**config.mk**
```make
export PLATFORM = sky130hd
export DESIGN_NAME = mixer_scheduler
export DESIGN_NICKNAME = d
export VERILOG_FILES = /design/src/rtl/mixer_sched_pkg.sv /design/src/rtl/rr_arbiter.sv /design/src/rtl/mixer_scheduler.sv
export SDC_FILE = /design/constraint.sdc
export NUM_CORES = 1
export LEC_CHECK = 0
export BUFFER_PORTS_ARGS = -buffer_cell sky130_fd_sc_hd__buf_2
export CAP_MARGIN = 25
export CORE_MARGIN = 4
export CORE_UTILIZATION = 50
export DETAILED_ROUTE_END_ITERATION = 8
export GPL_TIMING_DRIVEN = 0
export HOLD_SLACK_MARGIN = 0.03
export PLACE_DENSITY = 0.69
export SLEW_MARGIN = 20
export SYNTH_ARGS = -nofsm -noshare
export SYNTH_HDL_FRONTEND = slang
export SYNTH_HIERARCHICAL = 1
export SYNTH_SLANG_ARGS = --single-unit
```
**constraint.sdc**
```tcl
create_clock -name clk -period 3.3 [get_ports clk]
set_input_delay 0.165 -clock clk [delete_from_list [all_inputs] [get_ports clk]]
set_output_delay 0.165 -clock clk [all_outputs]
set_load 0.01 [all_outputs]
```
**src/rtl/mixer_sched_pkg.sv**
```systemverilog
// ---------------------------------------------------------------------------
// mixer_sched_pkg
// Shared types and constants for the mixer chamber scheduler:
//   state_t      - job sequencing FSM states
//   PUMP_TABLE   - six 3-bit peristaltic valve patterns (phase 0 in bits [2:0])
//   LAST_PHASE   - index of the final pump phase in one round
//   pump_pattern - valve pattern for a given pump phase index
//   next_phase   - phase index that follows a given phase (wraps 5 -> 0)
// ---------------------------------------------------------------------------
package mixer_sched_pkg;

  typedef enum logic [2:0] {
    ST_IDLE  = 3'd0,
    ST_FILL  = 3'd1,
    ST_GAP1  = 3'd2,
    ST_MIX   = 3'd3,
    ST_GAP2  = 3'd4,
    ST_FLUSH = 3'd5,
    ST_DONE  = 3'd6
  } state_t;

  // Peristaltic sequence 100,110,010,011,001,101; phase 0 sits in the low bits.
  localparam logic [17:0] PUMP_TABLE = {3'b101, 3'b001, 3'b011, 3'b010, 3'b110, 3'b100};
  localparam logic [2:0]  LAST_PHASE = 3'd5;

  function automatic logic [2:0] pump_pattern(input logic [2:0] phase);
    logic [2:0] pat;
    case (phase)
      3'd0:    pat = PUMP_TABLE[2:0];
      3'd1:    pat = PUMP_TABLE[5:3];
      3'd2:    pat = PUMP_TABLE[8:6];
      3'd3:    pat = PUMP_TABLE[11:9];
      3'd4:    pat = PUMP_TABLE[14:12];
      3'd5:    pat = PUMP_TABLE[17:15];
      default: pat = 3'b000;
    endcase
    return pat;
  endfunction

  function automatic logic [2:0] next_phase(input logic [2:0] phase);
    logic [2:0] nxt;
    if (phase >= LAST_PHASE) begin
      nxt = 3'd0;
    end else begin
      nxt = phase + 3'd1;
    end
    return nxt;
  endfunction

endpackage

```
**src/rtl/rr_arbiter.sv**
```systemverilog
// ---------------------------------------------------------------------------
// rr_arbiter
// Round-robin picker over NUM_REQ level requests. Owns the pointer register;
// the pointer moves to (picked index + 1) mod NUM_REQ when update is strobed.
// Ports:
//   clk, rst_n   clock, asynchronous active-low reset (pointer -> 0)
//   req          request vector
//   update       advance the pointer past the current pick
//   pick         one-hot first asserted request at or after the pointer
//   valid        at least one request asserted
// ---------------------------------------------------------------------------
module rr_arbiter
  import mixer_sched_pkg::*;
#(
  parameter int NUM_REQ = 4
) (
  input  logic               clk,
  input  logic               rst_n,
  input  logic [NUM_REQ-1:0] req,
  input  logic               update,
  output logic [NUM_REQ-1:0] pick,
  output logic               valid
);

  localparam int PW = (NUM_REQ > 1) ? $clog2(NUM_REQ) : 1;

  logic [PW-1:0] ptr_r;
  logic [PW-1:0] idx_s;
  logic [PW-1:0] pos_s;
  logic          found_s;
  logic          hit_s;

  // Scan from the pointer, wrapping, and take the first asserted request.
  always_comb begin
    pick    = '0;
    idx_s   = '0;
    pos_s   = '0;
    found_s = 1'b0;
    hit_s   = 1'b0;
    for (int i = 0; i < NUM_REQ; i++) begin
      pos_s = PW'((int'(ptr_r) + i) % NUM_REQ);
      hit_s = req[pos_s] & ~found_s;
      if (hit_s) begin
        pick[pos_s] = 1'b1;
        idx_s       = pos_s;
        found_s     = 1'b1;
      end else begin
        found_s = found_s;
      end
    end
  end

  assign valid = |req;

  // Pointer register: moves just past the winner when a grant is taken.
  always_ff @(posedge clk or negedge rst_n) begin
    if (!rst_n) begin
      ptr_r <= '0;
    end else if (update && found_s) begin
      if (idx_s == PW'(NUM_REQ - 1)) begin
        ptr_r <= '0;
      end else begin
        ptr_r <= idx_s + PW'(1);
      end
    end else begin
      ptr_r <= ptr_r;
    end
  end

endmodule

```
**src/rtl/mixer_scheduler.sv**
```systemverilog
// ---------------------------------------------------------------------------
// mixer_scheduler
// Shares one diffusion mixer chamber between NUM_REQ fluid sources and drives
// every pneumatic line around it. Each granted job runs
//   FILL -> GAP1 -> MIX -> GAP2 -> FLUSH -> DONE -> IDLE
// with a one-cycle all-closed gap between wet phases (break-before-make).
// Valve outputs: 1 = vent (open), 0 = pressurised (closed). All outputs are
// registered; req only reaches outputs through the FSM registers.
// Ports:
//   clk, rst_n    clock, asynchronous active-low reset (all valves close)
//   req           per-source level request, sampled only in IDLE
//   grant         one-hot mixer owner, zero when idle
//   busy          job in progress
//   done          one-cycle pulse in the final job cycle
//   inlet_open    per-source inlet valve
//   pump          3-valve peristaltic pattern
//   flush_open    flush-buffer inlet valve
//   outlet_open   waste outlet valve
//   abort         (MIXER_SCHEDULER_ABORT_EN) cut FILL/GAP1/MIX short, still flush
//   aborted       (MIXER_SCHEDULER_ABORT_EN) high with done for an aborted job
// Optional feature macro: MIXER_SCHEDULER_ABORT_EN.
// ---------------------------------------------------------------------------
module mixer_scheduler
  import mixer_sched_pkg::*;
#(
  parameter int NUM_REQ        = 4,
  parameter int FILL_CYC       = 16,
  parameter int PUMP_PHASE_CYC = 4,
  parameter int MIX_ROUNDS     = 8,
  parameter int FLUSH_CYC      = 12
) (
  input  logic               clk,
  input  logic               rst_n,
  input  logic [NUM_REQ-1:0] req,
  output logic [NUM_REQ-1:0] grant,
  output logic               busy,
  output logic               done,
  output logic [NUM_REQ-1:0] inlet_open,
  output logic [2:0]         pump,
  output logic               flush_open,
  output logic               outlet_open
`ifdef MIXER_SCHEDULER_ABORT_EN
  ,
  input  logic               abort,
  output logic               aborted
`endif
);

  // Counters only ever hold (length - 1) down to zero.
  localparam int MAX_A   = (FILL_CYC > FLUSH_CYC) ? FILL_CYC : FLUSH_CYC;
  localparam int MAX_B   = (PUMP_PHASE_CYC > MIX_ROUNDS) ? PUMP_PHASE_CYC : MIX_ROUNDS;
  localparam int MAX_LEN = (MAX_A > MAX_B) ? MAX_A : MAX_B;
  localparam int CW      = (MAX_LEN > 1) ? $clog2(MAX_LEN) : 1;

  localparam logic [CW-1:0] FILL_LOAD  = CW'(FILL_CYC - 1);
  localparam logic [CW-1:0] PHASE_LOAD = CW'(PUMP_PHASE_CYC - 1);
  localparam logic [CW-1:0] ROUND_LOAD = CW'(MIX_ROUNDS - 1);
  localparam logic [CW-1:0] FLUSH_LOAD = CW'(FLUSH_CYC - 1);

  state_t        state_r;
  logic [CW-1:0] cnt_r;
  logic [CW-1:0] round_r;
  logic [2:0]    phase_r;

  logic [NUM_REQ-1:0] arb_pick_s;
  logic               arb_valid_s;
  logic               arb_update_s;
  logic               abort_hit_s;

  // The pointer advances exactly on the edge a new job is accepted.
  assign arb_update_s = (state_r == ST_IDLE) && arb_valid_s;

  rr_arbiter #(
    .NUM_REQ (NUM_REQ)
  ) u_arb (
    .clk    (clk),
    .rst_n  (rst_n),
    .req    (req),
    .update (arb_update_s),
    .pick   (arb_pick_s),
    .valid  (arb_valid_s)
  );

`ifdef MIXER_SCHEDULER_ABORT_EN
  logic abort_flag_r;

  // Abort only shortens the wet phases before the rinse; it never skips FLUSH.
  assign abort_hit_s = abort && ((state_r == ST_FILL) || (state_r == ST_GAP1) ||
                                 (state_r == ST_MIX));

  // Remember an abort for the job and present it alongside done.
  always_ff @(posedge clk or negedge rst_n) begin
    if (!rst_n) begin
      abort_flag_r <= 1'b0;
      aborted      <= 1'b0;
    end else begin
      if (abort_hit_s) begin
        abort_flag_r <= 1'b1;
      end else if (state_r == ST_DONE) begin
        abort_flag_r <= 1'b0;
      end else begin
        abort_flag_r <= abort_flag_r;
      end
      aborted <= (state_r == ST_FLUSH) && (cnt_r == '0) && abort_flag_r;
    end
  end
`else
  assign abort_hit_s = 1'b0;
`endif

  // Job sequencer: owns state, phase/round counters and every valve output.
  always_ff @(posedge clk or negedge rst_n) begin
    if (!rst_n) begin
      state_r     <= ST_IDLE;
      cnt_r       <= '0;
      round_r     <= '0;
      phase_r     <= 3'd0;
      grant       <= '0;
      busy        <= 1'b0;
      done        <= 1'b0;
      inlet_open  <= '0;
      pump        <= 3'b000;
      flush_open  <= 1'b0;
      outlet_open <= 1'b0;
    end else if (abort_hit_s) begin
      // Close everything wet and go straight to the pre-flush gap.
      state_r    <= ST_GAP2;
      cnt_r      <= '0;
      round_r    <= '0;
      phase_r    <= 3'd0;
      inlet_open <= '0;
      pump       <= 3'b000;
    end else begin
      case (state_r)
        ST_IDLE: begin
          if (arb_valid_s) begin
            grant      <= arb_pick_s;
            inlet_open <= arb_pick_s;
            busy       <= 1'b1;
            cnt_r      <= FILL_LOAD;
            state_r    <= ST_FILL;
          end else begin
            grant <= '0;
          end
        end
        ST_FILL: begin
          if (cnt_r == '0) begin
            inlet_open <= '0;
            state_r    <= ST_GAP1;
          end else begin
            cnt_r <= cnt_r - CW'(1);
          end
        end
        ST_GAP1: begin
          phase_r <= 3'd0;
          pump    <= pump_pattern(3'd0);
          cnt_r   <= PHASE_LOAD;
          round_r <= ROUND_LOAD;
          state_r <= ST_MIX;
        end
        ST_MIX: begin
          if (cnt_r != '0) begin
            cnt_r <= cnt_r - CW'(1);
          end else if (phase_r != LAST_PHASE) begin
            phase_r <= next_phase(phase_r);
            pump    <= pump_pattern(next_phase(phase_r));
            cnt_r   <= PHASE_LOAD;
          end else if (round_r != '0) begin
            round_r <= round_r - CW'(1);
            phase_r <= 3'd0;
            pump    <= pump_pattern(3'd0);
            cnt_r   <= PHASE_LOAD;
          end else begin
            pump    <= 3'b000;
            state_r <= ST_GAP2;
          end
        end
        ST_GAP2: begin
          flush_open  <= 1'b1;
          outlet_open <= 1'b1;
          cnt_r       <= FLUSH_LOAD;
          state_r     <= ST_FLUSH;
        end
        ST_FLUSH: begin
          if (cnt_r == '0) begin
            flush_open  <= 1'b0;
            outlet_open <= 1'b0;
            done        <= 1'b1;
            state_r     <= ST_DONE;
          end else begin
            cnt_r <= cnt_r - CW'(1);
          end
        end
        ST_DONE: begin
          grant   <= '0;
          busy    <= 1'b0;
          done    <= 1'b0;
          state_r <= ST_IDLE;
        end
        default: begin
          state_r     <= ST_IDLE;
          cnt_r       <= '0;
          round_r     <= '0;
          phase_r     <= 3'd0;
          grant       <= '0;
          busy        <= 1'b0;
          done        <= 1'b0;
          inlet_open  <= '0;
          pump        <= 3'b000;
          flush_open  <= 1'b0;
          outlet_open <= 1'b0;
        end
      endcase
    end
  end

endmodule

```
# Yosys cells after proc, flatten, opt, wreduce, memory -nomap -nowiden
# Cells that the tools add are included.
# W data, S select, Z words.
# classes
add_sub_neg,7
magnitude_cmp,9
eq_ne,23
n_mux,70
bitwise,15
reduce_logical,27
# op_table
cell,count
$mux W4,15
$mux W3,16
$pmux W3 S6,2
$reduce_or A5 Y1,5
$pmux W4 S3,2
$pmux W4 S6,1
$ne A2 B2 Y1 const B,8
$eq A3 B3 Y1 const B,5
$mux W1,15
$eq A3 B2 Y1 const B,4
$lt A2 B3 Y1 const B,4
$or A4 B4 Y4,3
$mux W2,5
$not A1 Y1,9
$pmux W3 S3,1
$bmux W1 S2,4
$demux W1 S2,4
$ge A2 B1 Y1 const B,4
$pmux W4 S2,1
$reduce_and A2 Y1,4
$reduce_and A4 Y1,2
$reduce_bool A4 Y1,2
$sub A4 B1 Y4 const B,2
$eq A3 B1 Y1 const B,2
other kinds (18),31
# totals
ff_bits,30
inputBits,6
out_inout_bits,15
word_cells,162

# Logic depth before layout (Yosys ltp)
# Gate-level depths: netlist (run 1).
# logic_depth
ltp_word,14
mapped_depth,11
mapped_depth_nobuf,10

# By module
# The synthesis (run 1) kept the hierarchy.
# modules_own_cells
mod,n_inst,cells_per_inst,area_per_inst_um2,seq_area_each_um2
mixer_scheduler,1,171,1601.5,700.7
rr_arbiter,1,68,548.0,50.0

# Worst setup path before layout (run 1)
# OpenSTA, ideal clock, no wires.
# synth_path
path_kind,reg-to-reg
startpoint,register u_arb.ptr_r[1]
endpoint,register grant[2]
setup_time_ns,0.083
arrival_time_ns,2.419
t_required_ns,3.217
path_slack_ns,0.798
stages_incl_launch_ff,12
path_buffers,1
period_less_slack_ns,2.502
cell_sequence,dfrtp_1 > buf_2 > inv_1 > ha_1 > mux2_2 > mux2_2 > nor2b_2 > a22oi_1 > o21ai_0 > nor3b_1 > a21oi_1 > o21ai_0
# synth_via
elab_chain_cells,14
word_cells_on_any_way,49
cone_classes,3 x add/sub; 8 x order compare; 25 x mux; 9 x bitwise; 4 x reduce/logical
# synth_rtl
item,line,text
"start, declared",rr_arbiter.sv:27,logic [PW-1:0] ptr_r;
"start signal, assigned",rr_arbiter.sv:63,ptr_r <= idx_s + PW'(1);
"start signal, assigned",rr_arbiter.sv:66,ptr_r <= ptr_r;
branches (longest 11 deep; another with $lt A2 B3 Y1),--,
$mux W4 *,rr_arbiter.sv:43,if (hit_s) begin
via arb_pick_s[2],mixer_scheduler.sv:65,logic [NUM_REQ-1:0] arb_pick_s;
$mux W4 *,mixer_scheduler.sv:136,if (arb_valid_s) begin
$pmux W4 S2 *,mixer_scheduler.sv:134,case (state_r)
"end signal, assigned",mixer_scheduler.sv:137,grant <= arb_pick_s;
"end, declared",mixer_scheduler.sv:35,"output logic [NUM_REQ-1:0] grant,"
# Mark *: on every way through the listed nets, which the timed path passes. The select of a mux whose other input is x is not followed.
# A chain may end at the register's enable or synchronous reset.

# Worst setup path in the final report (run 1)
# layout_path
startpoint,register u_arb.ptr_r[1]
endpoint,register grant[3]
# Same word-level chain as after synthesis.

==> run_results.csv, run 1 <==
group,metric,value,unit
worst_setup_path,arrival,3.19,ns
cells_and_area,n_fill_cell,385,
worst_setup_path,startpoint_type,"flop",
flow_run,maxCapViolCount,0,
run_status,status,"complete, no violations",
sta,whs,0.4321,ns
yosys,ys_ff_latch,30,
floorplan,start_util,52.60,%
worst_setup_path,critPathRequiredTime,3.51,ns
cells_and_area,drive_above_1_share,16.54,%
detailed_routing,final_antenna_net_count,0,
grt,grt.total_usage,19.00,%
pwr,cellPowerDensity,917.2,nW/um^2
sta,fin_ws,0.3126,ns
detailed_routing,vias,1917,
placement,gp_congestion,0.8313,
grt,grt_pass1_wl,8.017,mm
cts,htreeDepth,2,
sta,finalSetupTns,0,ns
grt,grt-ovfl-total,0,
pwr,peakVddDrop,0.0004246,V
cts,post_cts.repair.setup_buffers,0,
detailed_routing,wirelength,4.843,mm
placement,pre_cts_ws,0.3405,ns
yosys,yosysSeqAreaShare,34.92,%
cells_and_area,regArea,750.7,um^2
cts,cts_buffers,5,
worst_setup_path,cpPeakStageDelay,0.41,ns
floorplan,ios,21,
detailed_routing,wl_met2,2.161,mm
placement,port_buffers,18,
detailed_routing,dr.pass1.iters,4,
cts,clockBufferDepth,2,
yosys,ys_async_sr_fraction,100.0,%
pwr,total_power,2.205,mW
yosys,syn_nets,255,
yosys,synth_edf_count,0,
grt,grt_start_max_net_pins,31,
floorplan,die_w,73.57,um
floorplan,num_rows,23,
cts,clock_latency,0.28,ns
yosys,syn-mean-instance-area,8.994,um^2
pwr,leakage,1.027,nW
sta,tightest_slew,0.7427,ns
detailed_routing,route.met3.wl,248,um
worst_setup_path,critPathBufInv,2,
sta,maxSlewViolCount,0,
yosys,ys_types,61,
yosys,synthCells,239,
cts,root_buffer,"clkbuf_8",
detailed_routing,wire_per_inst,15.33,um
cells_and_area,stdcell_count,316,
worst_setup_path,cp-end-kind,"flop",
detailed_routing,drt_iter0_drc,114,
sta,maxSlewHeadroom,50.03,%
worst_setup_path,path_cells,"buf_2 -> inv_1 -> ha_1 -> mux2_1 -> mux2_2 -> nor2b_2 -> a22oi_1 -> o21ai_0 -> nor3b_1 -> a21oi_1 -> o21ai_0",
floorplan,die_h,73.57,um
cts,cts_tree,"done",
floorplan,placeableCoreArea,4086,um^2
cells_and_area,final_nets,281,
min_path,hold_path_class,"input pin to flop",
sta,hold_violations,0,
cts,clock_sinks,30,
placement,dp_cells,307,
grt,grt_pass1_vias,1759,
worst_setup_path,crit_family,"multiplexers",
cells_and_area,layout_common_cells,"dfrtp_1, buf_2, nand2_1",
detailed_routing,drcViolationCount,0,
worst_setup_path,path_class,"flop to flop",
worst_setup_path,cp_common_cell,"o21ai_0",
worst_setup_path,cp_max_fo,9,
yosys,yosys_warnings,6,
yosys,synth_area,2150,um^2
sta,rsz0062_at_grt,"no",
cts,clk_pin_slew_worst_paths,0.07,ns
grt,grt_antenna_before_repair,0,
cells_and_area,multiInputGateArea,1295,um^2
yosys,synthFlopType,"dfrtp_1",
detailed_routing,via_per_inst,6.066,
detailed_routing,wl_met1,2.390,mm
sta,setup_viol,0,
floorplan,die_area,5412,um^2
sta,clock.fmax,334.7,MHz
placement,dp.final_hpwl,3.475,mm
sta,finClkSkew,0.005231,ns
detailed_routing,top_layer,"met4",
cells_and_area,mostFrequentLayoutCell,"dfrtp_1",
sta,period_minus_slack,2.987,ns
cells_and_area,syn2layout_area_growth,11.82,%
worst_setup_path,crit_slowest_cell,"ha_1",
cells_and_area,diodes,0,
sta,min_period_over_period,90.53,%
==> stage by stage <==
stage | utilization (%) | cell area [um^2]
floorplan | - | 2150
global placement | 56.34 | 2302
detailed placement | 56.34 | 2302
CTS | 58.82 | 2404
global route | 58.82 | 2404
finish | 58.82 | 2404
==> cell type report <==
| class | count | share of cell area [%] |
|---|---|---|
| Timing Repair Buffer | 19 | 4.164 |
| Sequential cell | 30 | 31.23 |
| Inverter | 10 | 1.562 |
| Clock inverter | 1 | 0.2082 |
| Clock buffer | 7 | 3.592 |
| Multi-Input combinational cell | 184 | 53.88 |
| Tap cell | 50 | 2.603 |
| Buffer | 15 | 2.759 |
==> synthesized netlist by cell type (all sizes together), types with 3 or more instances <==
cell	instances	share of area, %
inv	10	1.7
mux2i	3	1.4
a22oi	9	3.1
o21ai	16	3.9
nor3b	9	3.1
a21oi	15	3.5
nor4	3	0.87
mux2	3	1.6
nand3	6	1.6
nand2b	7	2.0
nor2b	7	2.2
a211oi	3	1.0
o22ai	5	1.5
nor3	7	1.6
a31oi	5	1.5
dfrtp	30	35
xnor2	3	1.2
a21o	3	1.0
buf	8	1.9
nand2	17	3.0
clkbuf	7	1.2
o211ai	3	1.0
a22o	7	3.0
nor2	9	1.6
ha	10	5.8
==> routing by layer <==
layer,global-route usage (%),vias up
met1,25.83,908
met4,4.829,0
li1,-,956
met5,0,-
met2,29.72,48
met3,5.335,5
==> flip-flops by register name (all words and copies together) (netlist names) <==
register and count:
grant 4, round_r 4, u_arb/ptr_r 2, phase_r 3
inlet_open 4, done 1, busy 1, pump 3
outlet_open 1, cnt_r 4, state_r 3
==> power breakdown <==
group / total [mW] / switching, mW / internal [mW]
logic: 1.25 / 0.684 / 0.563
clock network: 0.308 / 0.140 / 0.168
registers: 0.650 / 0.134 / 0.516
total: 2.20 / 0.958 / 1.25
==> final timing paths <==
path | start | endpoint | slack [ns] | depth (start not counted)
max reg2reg | u_arb/ptr_r[1] | grant[3] | 0.31 | 11
max | u_arb/ptr_r[1] | grant[3] | 0.31 | 11
max in group asynchronous | rst_n | round_r[1] | 2.43 | 2
min reg2reg | pump[0] | pump[0] | 0.48 | 1
min | req[3] | u_arb/ptr_r[1] | 0.43 | 5
min in group asynchronous | rst_n | inlet_open[3] | 0.45 | 2
==> cell families (layout without fill, tap and decap cells) <==
group / Yosys count / after routing / share of synthesized area [%]
flops: 30 / 30 / 34.92
xor+xnor: 3 / 3 / 1.223
simple gates: 79 / 79 / 21.65
buf+inv: 25 / 52 / 4.832
compound gates: 85 / 85 / 27.36
mux: 7 / 7 / 4.191
fa+ha+maj: 10 / 10 / 5.821
==> tightest hold or removal path, stage by stage <==
cell	delay, ns
buf_2	0.09
mux2_1	0.14
a211oi_1	0.11
o211ai_1	0.09
nand3_1	0.07
==> repair_timing <==
| action | 4_1_cts | 5_1_grt |
|---|---|---|
| hold buffers | 1 | 0 |
| resized for setup | 0 | 0 |
| endpoints found under the hold margin | 30 | 0 |
Note: power is estimated with default switching activity, not from simulation.
==> run 2: changes to the inputs <==
- SYNTH_HIERARCHICAL: 1 -> not set
==> run 2 against run 1 <==
  * Clock skew hardly changed
  * Synthesized area is 0.76% higher
  * Critical path depth is 1 lower
  * Clock power hardly changed
  * Wire length is 2.0% lower
  * Critical path type unchanged
  * Critical endpoint is now u_arb.ptr_r[1]
==> run_results.csv, run 2 <==
group,metric,value,unit
cells_and_area,fin_area,2425,um^2
worst_setup_path,arrival,3.06,ns
yosys,synth_adder_area_share,7.510,%
yosys,yosys-mux-area-fraction,6.181,%
pwr,p_comb_share,6.4,%
sta,rsz0062_at_grt,"no",
yosys,synth_compound_area_share,26.69,%
yosys,synth_area_leaders,"dfrtp_1, ha_1, nand2_1, a21oi_1, a21o_1",
cts,clockBufferDepth,2,
floorplan,start_util,53.00,%
cells_and_area,diodes,0,
cells_and_area,layout_common_cells,"dfrtp_1, nand2_1, buf_2",
sta,tightest_slew,0.6807,ns
grt,grt.total_usage,18.81,%
min_path,hold_path_class,"input pin to asynchronous set/reset pin",
worst_setup_path,r2r_slack,0.39,ns
yosys,ys_types,51,
cts,root_buffer,"clkbuf_8",
yosys,ys_ff_latch,30,
yosys,synth_top_family_by_area,"compound AO/OA/AOI/OAI gates",
floorplan,die_area,5449,um^2
yosys,yosysTopAreaCellShare,34.66,%
yosys,synthXorXnorAreaFrac,1.618,%
worst_setup_path,r2r_end,"u_arb.ptr_r[1]",
pwr,intPower,555.4,uW
floorplan,die_h,73.82,um
pwr,seqPwrFrac,50.9,%
detailed_routing,wirelength,4.748,mm
pwr,leakage,1.192,nW
grt,grt_pass1_vias,1752,
yosys,synth_common_cells,"dfrtp_1, nand2_1, a21oi_1",
yosys,syn-mean-instance-area,9.100,um^2
cells_and_area,mostFrequentLayoutCell,"dfrtp_1",
cts,clk_pin_slew_worst_paths,0.07,ns
flow_run,maxCapViolCount,0,
sta,finClkSkew,0.005577,ns
sta,clock.fmax,344.1,MHz
sta,fin_ws,0.3942,ns
detailed_routing,final_antenna_net_count,0,
cells_and_area,final_nets,284,
cells_and_area,final_core_util,59.34,%
cts,cts_buffers,5,
sta,setup_viol,0,
floorplan,die_w,73.82,um
pwr,switching_share,23.14,%
yosys,syn_nets,257,
sta,finalSetupTns,0,ns
pwr,cellPowerDensity,298.0,nW/um^2
cts,clock_latency,0.28,ns
worst_setup_path,cp-end-kind,"flop",
yosys,yosys.area_share.simple,15.54,%
detailed_routing,drcViolationCount,0,
worst_setup_path,cp_max_fo,10,
sta,whs,0.4620,ns
placement,placed_area,2323,um^2
yosys,synth_edf_count,0,
placement,port_buffers,19,
grt,grt_antenna_before_repair,0,
floorplan,ios,21,
worst_setup_path,cp-endpoint,"u_arb.ptr_r[1]",
placement,gp_congestion,0.8036,
cells_and_area,stdcell_count,316,
cts,cts_tree,"done",
sta,min_period_over_period,88.06,%
sta,hold_violations,0,
pwr,p_sw,167.2,uW
detailed_routing,drt_iter0_drc,99,
sta,maxSlewViolCount,0,
floorplan,placeableCoreArea,4086,um^2
yosys,yosysSeqAreaShare,34.66,%
grt,grt-ovfl-total,0,
grt,grt_pass1_wl,8.045,mm
pwr,clockPowerShare,42.7,%
cts,clock_sinks,30,
detailed_routing,vias,1855,
grt,grt_start_max_net_pins,31,
sta,maxSlewHeadroom,54.21,%
yosys,synthCells,238,
floorplan,num_rows,23,
yosys,yosysMostFrequentCell,"dfrtp_1",
yosys,yosys_warnings,0,
detailed_routing,via_per_inst,5.870,
detailed_routing,wire_per_inst,15.03,um
worst_setup_path,path_class,"flop to flop",
pwr,total_power,722.6,uW
sta,period_minus_slack,2.906,ns
yosys,synth_area,2166,um^2
yosys,yosysTopAreaCell,"dfrtp_1",
worst_setup_path,reg2regPathDepth,10,
cells_and_area,syn2layout_area_growth,11.96,%
cts,cts_resized,0,
pwr,peakVddDrop,0.0002343,V
cells_and_area,drive_above_1_share,16.54,%
worst_setup_path,startpoint_type,"flop",
placement,dp.final_hpwl,3.386,mm
cts,htreeDepth,2,
worst_setup_path,critPathRequiredTime,3.45,ns
detailed_routing,dr.pass1.iters,4,
run_status,status,"complete, no violations",
yosys,synthFlopType,"dfrtp_1",
placement,dp_cells,307,
placement,pre_cts_ws,0.4107,ns
yosys,ys_async_sr_fraction,100.0,%
-- run 2: worst min path at each step --
stage	start	end	slack, ns	depth (start not counted)
after floorplan	rst_n	asynchronous set/reset pin	-0.13	0
after global placement	rst_n	cnt_r[2]	0.25	1
after detailed placement	rst_n	cnt_r[2]	0.24	1
after CTS	rst_n	pump[2]	0.48	2
after global routing	inlet_open[0]	inlet_open[0]	0.49	1
final	rst_n	pump[2]	0.46	2
-- run 2: per-layer routing --
| metal | GRT usage, % | wire, um |
|---|---|---|
| met5 | 0 | 0 |
| met3 | 3.967 | 165 |
| met4 | 3.622 | 15 |
| met1 | 25.60 | 2343 |
| met2 | 30.91 | 2223 |
-- run 2: critical path: stages (launching register included) --
cell       delay [ns]
dfrtp_1          0.44
buf_2            0.24
buf_6            0.16
inv_1            0.09
ha_1             0.30
buf_6            0.14
mux4_2           0.52
and2b_1          0.23
o21ai_0          0.12
a2111oi_0        0.44
o31ai_1          0.10
-- run 2: cell families after synthesis --
group                      count (synthesis)
xor gates and xnor gates                   4
DFF                                       30
buffers and inverters                     34
and+or+nand+nor                           65
muxes                                      8
AOI/OAI and AO/OA                         84
adders and majority gates                 13
-- run 2: area by class of cell --
type                    count  area, um^2
fillers                   369        1662
multi-input cells         174        1246
flip-flops and latches     30       750.7
plain buffers              18       108.9
repair buffers             20       105.1
clock buffers               7       86.33
well taps                  50       62.56
inverters                  16       60.06
clock inverters             1       5.005
-- run 2: repair_timing --
item,in CTS,in global routing
setup buffers,0,0
endpoints found under the hold margin,30,0
hold buffers,1,0
-- run 2: power by group through the flow --
stage          Combinational [mW]  Clock, mW  Sequential (mW)
2_1_floorplan              0.0298          0            0.375
5_1_grt                    0.0524      0.331            0.367
4_1_cts                    0.0465      0.312            0.368
3_3_place_gp               0.0457          0            0.375
6_report                   0.0463      0.309            0.368
3_5_place_dp               0.0451          0            0.375
==> run 3: changes to the inputs <==
- CTS_BUF_LIST: not set -> sky130_fd_sc_hd__clkbuf_16
- TNS_END_PERCENT: not set -> 20
==> run 3 against run 2 <==
  * Combinational power about the same
  * Critical path type unchanged
  * Sequential cell count is the same
  * Total power is 17% higher
  * Largest cell class unchanged
  * Clock-buffer cell count is 2 lower
  * First-iteration DRC count decreased by 11%
  * Wire length is 0.74% higher
  * Final cell count is the same
  * Die area stayed put
  * Highest routed layer unchanged
  * Critical path depth unchanged
  * Fmax hardly changed
  * Via count rose by 0.32%
==> run_results.csv, run 3 (same netlist as run 2, synthesis figures left out) <==
group,metric,value,unit
run_status,status,"complete, no violations",
cells_and_area,layout_common_cells,"dfrtp_1, nand2_1, buf_2",
sta,fin_ws,0.3967,ns
floorplan,ios,21,
worst_setup_path,path_class,"flop to flop",
cells_and_area,mostFrequentLayoutCell,"dfrtp_1",
worst_setup_path,critPathRequiredTime,3.45,ns
cts,root_buffer,"clkbuf_16",
cells_and_area,diodes,0,
cts,cts_buffers,5,
pwr,intPower,660.0,uW
grt,grt.total_usage,19.37,%
cts,clockBufferDepth,2,
pwr,clockPowerShare,51.1,%
grt,grt_pass1_wl,8.135,mm
sta,hold_violations,0,
sta,tightest_slew,0.6744,ns
detailed_routing,route.met3.wl,168,um
placement,port_buffers,19,
pwr,total_power,848.0,uW
cts,clk_pin_slew_worst_paths,0.05,ns
detailed_routing,via_per_inst,5.889,
sta,setup_viol,0,
detailed_routing,drt_iter0_drc,88,
cells_and_area,syn2layout_area_growth,14.10,%
floorplan,die_w,73.82,um
sta,rsz0062_at_grt,"no",
pwr,p_comb_share,5.5,%
detailed_routing,final_antenna_net_count,0,
worst_setup_path,cp-end-kind,"flop",
detailed_routing,wl_met2,2.197,mm
pwr,cellPowerDensity,343.2,nW/um^2
pwr,p_sw,188.1,uW
pwr,switching_share,22.18,%
pwr,seqPwrFrac,43.4,%
floorplan,die_h,73.82,um
detailed_routing,wirelength,4.783,mm
grt,grt-ovfl-total,0,
floorplan,placeableCoreArea,4086,um^2
detailed_routing,wl_met1,2.351,mm
placement,dp.final_hpwl,3.386,mm
worst_setup_path,arrival,3.05,ns
detailed_routing,wire_per_inst,15.14,um
worst_setup_path,reg2regPathDepth,10,
pwr,peakVddDrop,0.0002726,V
cts,hold_buffers,1,
sta,finClkSkew,0.004269,ns
cts,cts_resized,0,
cts,clock_sinks,30,
cts,cts_tree,"done",
sta,clock.fmax,344.4,MHz
worst_setup_path,r2r_end,"u_arb.ptr_r[1]",
pwr,leakage,1.216,nW
detailed_routing,top_layer,"met4",
cts,htreeDepth,2,
min_path,hold_path_class,"input pin to asynchronous set/reset pin",
grt,grt_pass1_vias,1763,
floorplan,num_rows,23,
sta,maxSlewViolCount,0,
cts,post_cts.repair.setup_buffers,0,
grt,grt_antenna_before_repair,0,
cts,clock_latency,0.28,ns
detailed_routing,dr.pass1.iters,4,
cells_and_area,final_core_util,60.47,%
cells_and_area,final_nets,284,
sta,whs,0.4669,ns
detailed_routing,drcViolationCount,0,
placement,pre_cts_ws,0.4107,ns
floorplan,die_area,5449,um^2
detailed_routing,vias,1861,
sta,maxSlewHeadroom,54.64,%
sta,min_period_over_period,87.98,%
grt,grt_start_max_net_pins,31,
sta,finalSetupTns,0,ns
worst_setup_path,startpoint_type,"flop",
cells_and_area,drive_above_1_share,16.17,%
worst_setup_path,r2r_slack,0.40,ns
worst_setup_path,cp_max_fo,10,
placement,gp_congestion,0.8036,
sta,period_minus_slack,2.903,ns
floorplan,start_util,53.00,%
flow_run,maxCapViolCount,0,
[run 3: through the flow]
| stage | std cells | area, um^2 |
|---|---|---|
| after floorplan | 238 | 2166 |
| after global placement | 307 | 2323 |
| after detailed placement | 307 | 2323 |
| after CTS | 316 | 2471 |
| after global routing | 316 | 2471 |
| final | 316 | 2471 |
[run 3: worst max path at each step]
stage / from / end / slack, ns / cells after the start
detailed placement: u_arb.ptr_r[1] / u_arb.ptr_r[1] / 0.41 / 9
global placement: u_arb.ptr_r[1] / u_arb.ptr_r[1] / 0.40 / 9
floorplan: flop / u_arb.ptr_r[1] / 0.68 / 10
finish: flop / u_arb.ptr_r[1] / 0.40 / 10
CTS: flop / u_arb.ptr_r[1] / 0.38 / 10
global route: u_arb.ptr_r[1] / u_arb.ptr_r[1] / 0.09 / 9
[run 3: critical path, cell delays in order (launching register included)]
cell       delay, ns
dfrtp_1         0.44
buf_2           0.24
buf_6           0.16
inv_1           0.09
ha_1            0.30
buf_6           0.14
mux4_2          0.52
and2b_1         0.23
o21ai_0         0.12
a2111oi_0       0.44
o31ai_1         0.10
[run 3: area by class of cell]
cell class | instances | area [um^2]
well taps | 50 | 62.56
clock inverters | 3 | 12.51
multi-input cells | 174 | 1246
inverters | 16 | 60.06
clock buffers | 5 | 125.1
fillers | 366 | 1615
repair buffers | 20 | 105.1
flip-flops and latches | 30 | 750.7
plain buffers | 18 | 108.9
[run 3: power groups by stage]
stage	logic, mW	clock network, mW	registers, mW
after floorplan	0.0298	0	0.375
after global placement	0.0457	0	0.375
after detailed placement	0.0451	0	0.375
after CTS	0.0465	0.438	0.368
after global routing	0.0524	0.453	0.368
final	0.0464	0.433	0.368
[run 3: metal layers]
metal / GRT usage [%] / up-vias
met2: 31.10 / 37
met1: 25.60 / 891
met5: 0 / -
met4: 7.646 / 0
met3: 3.694 / 7
li1: - / 926
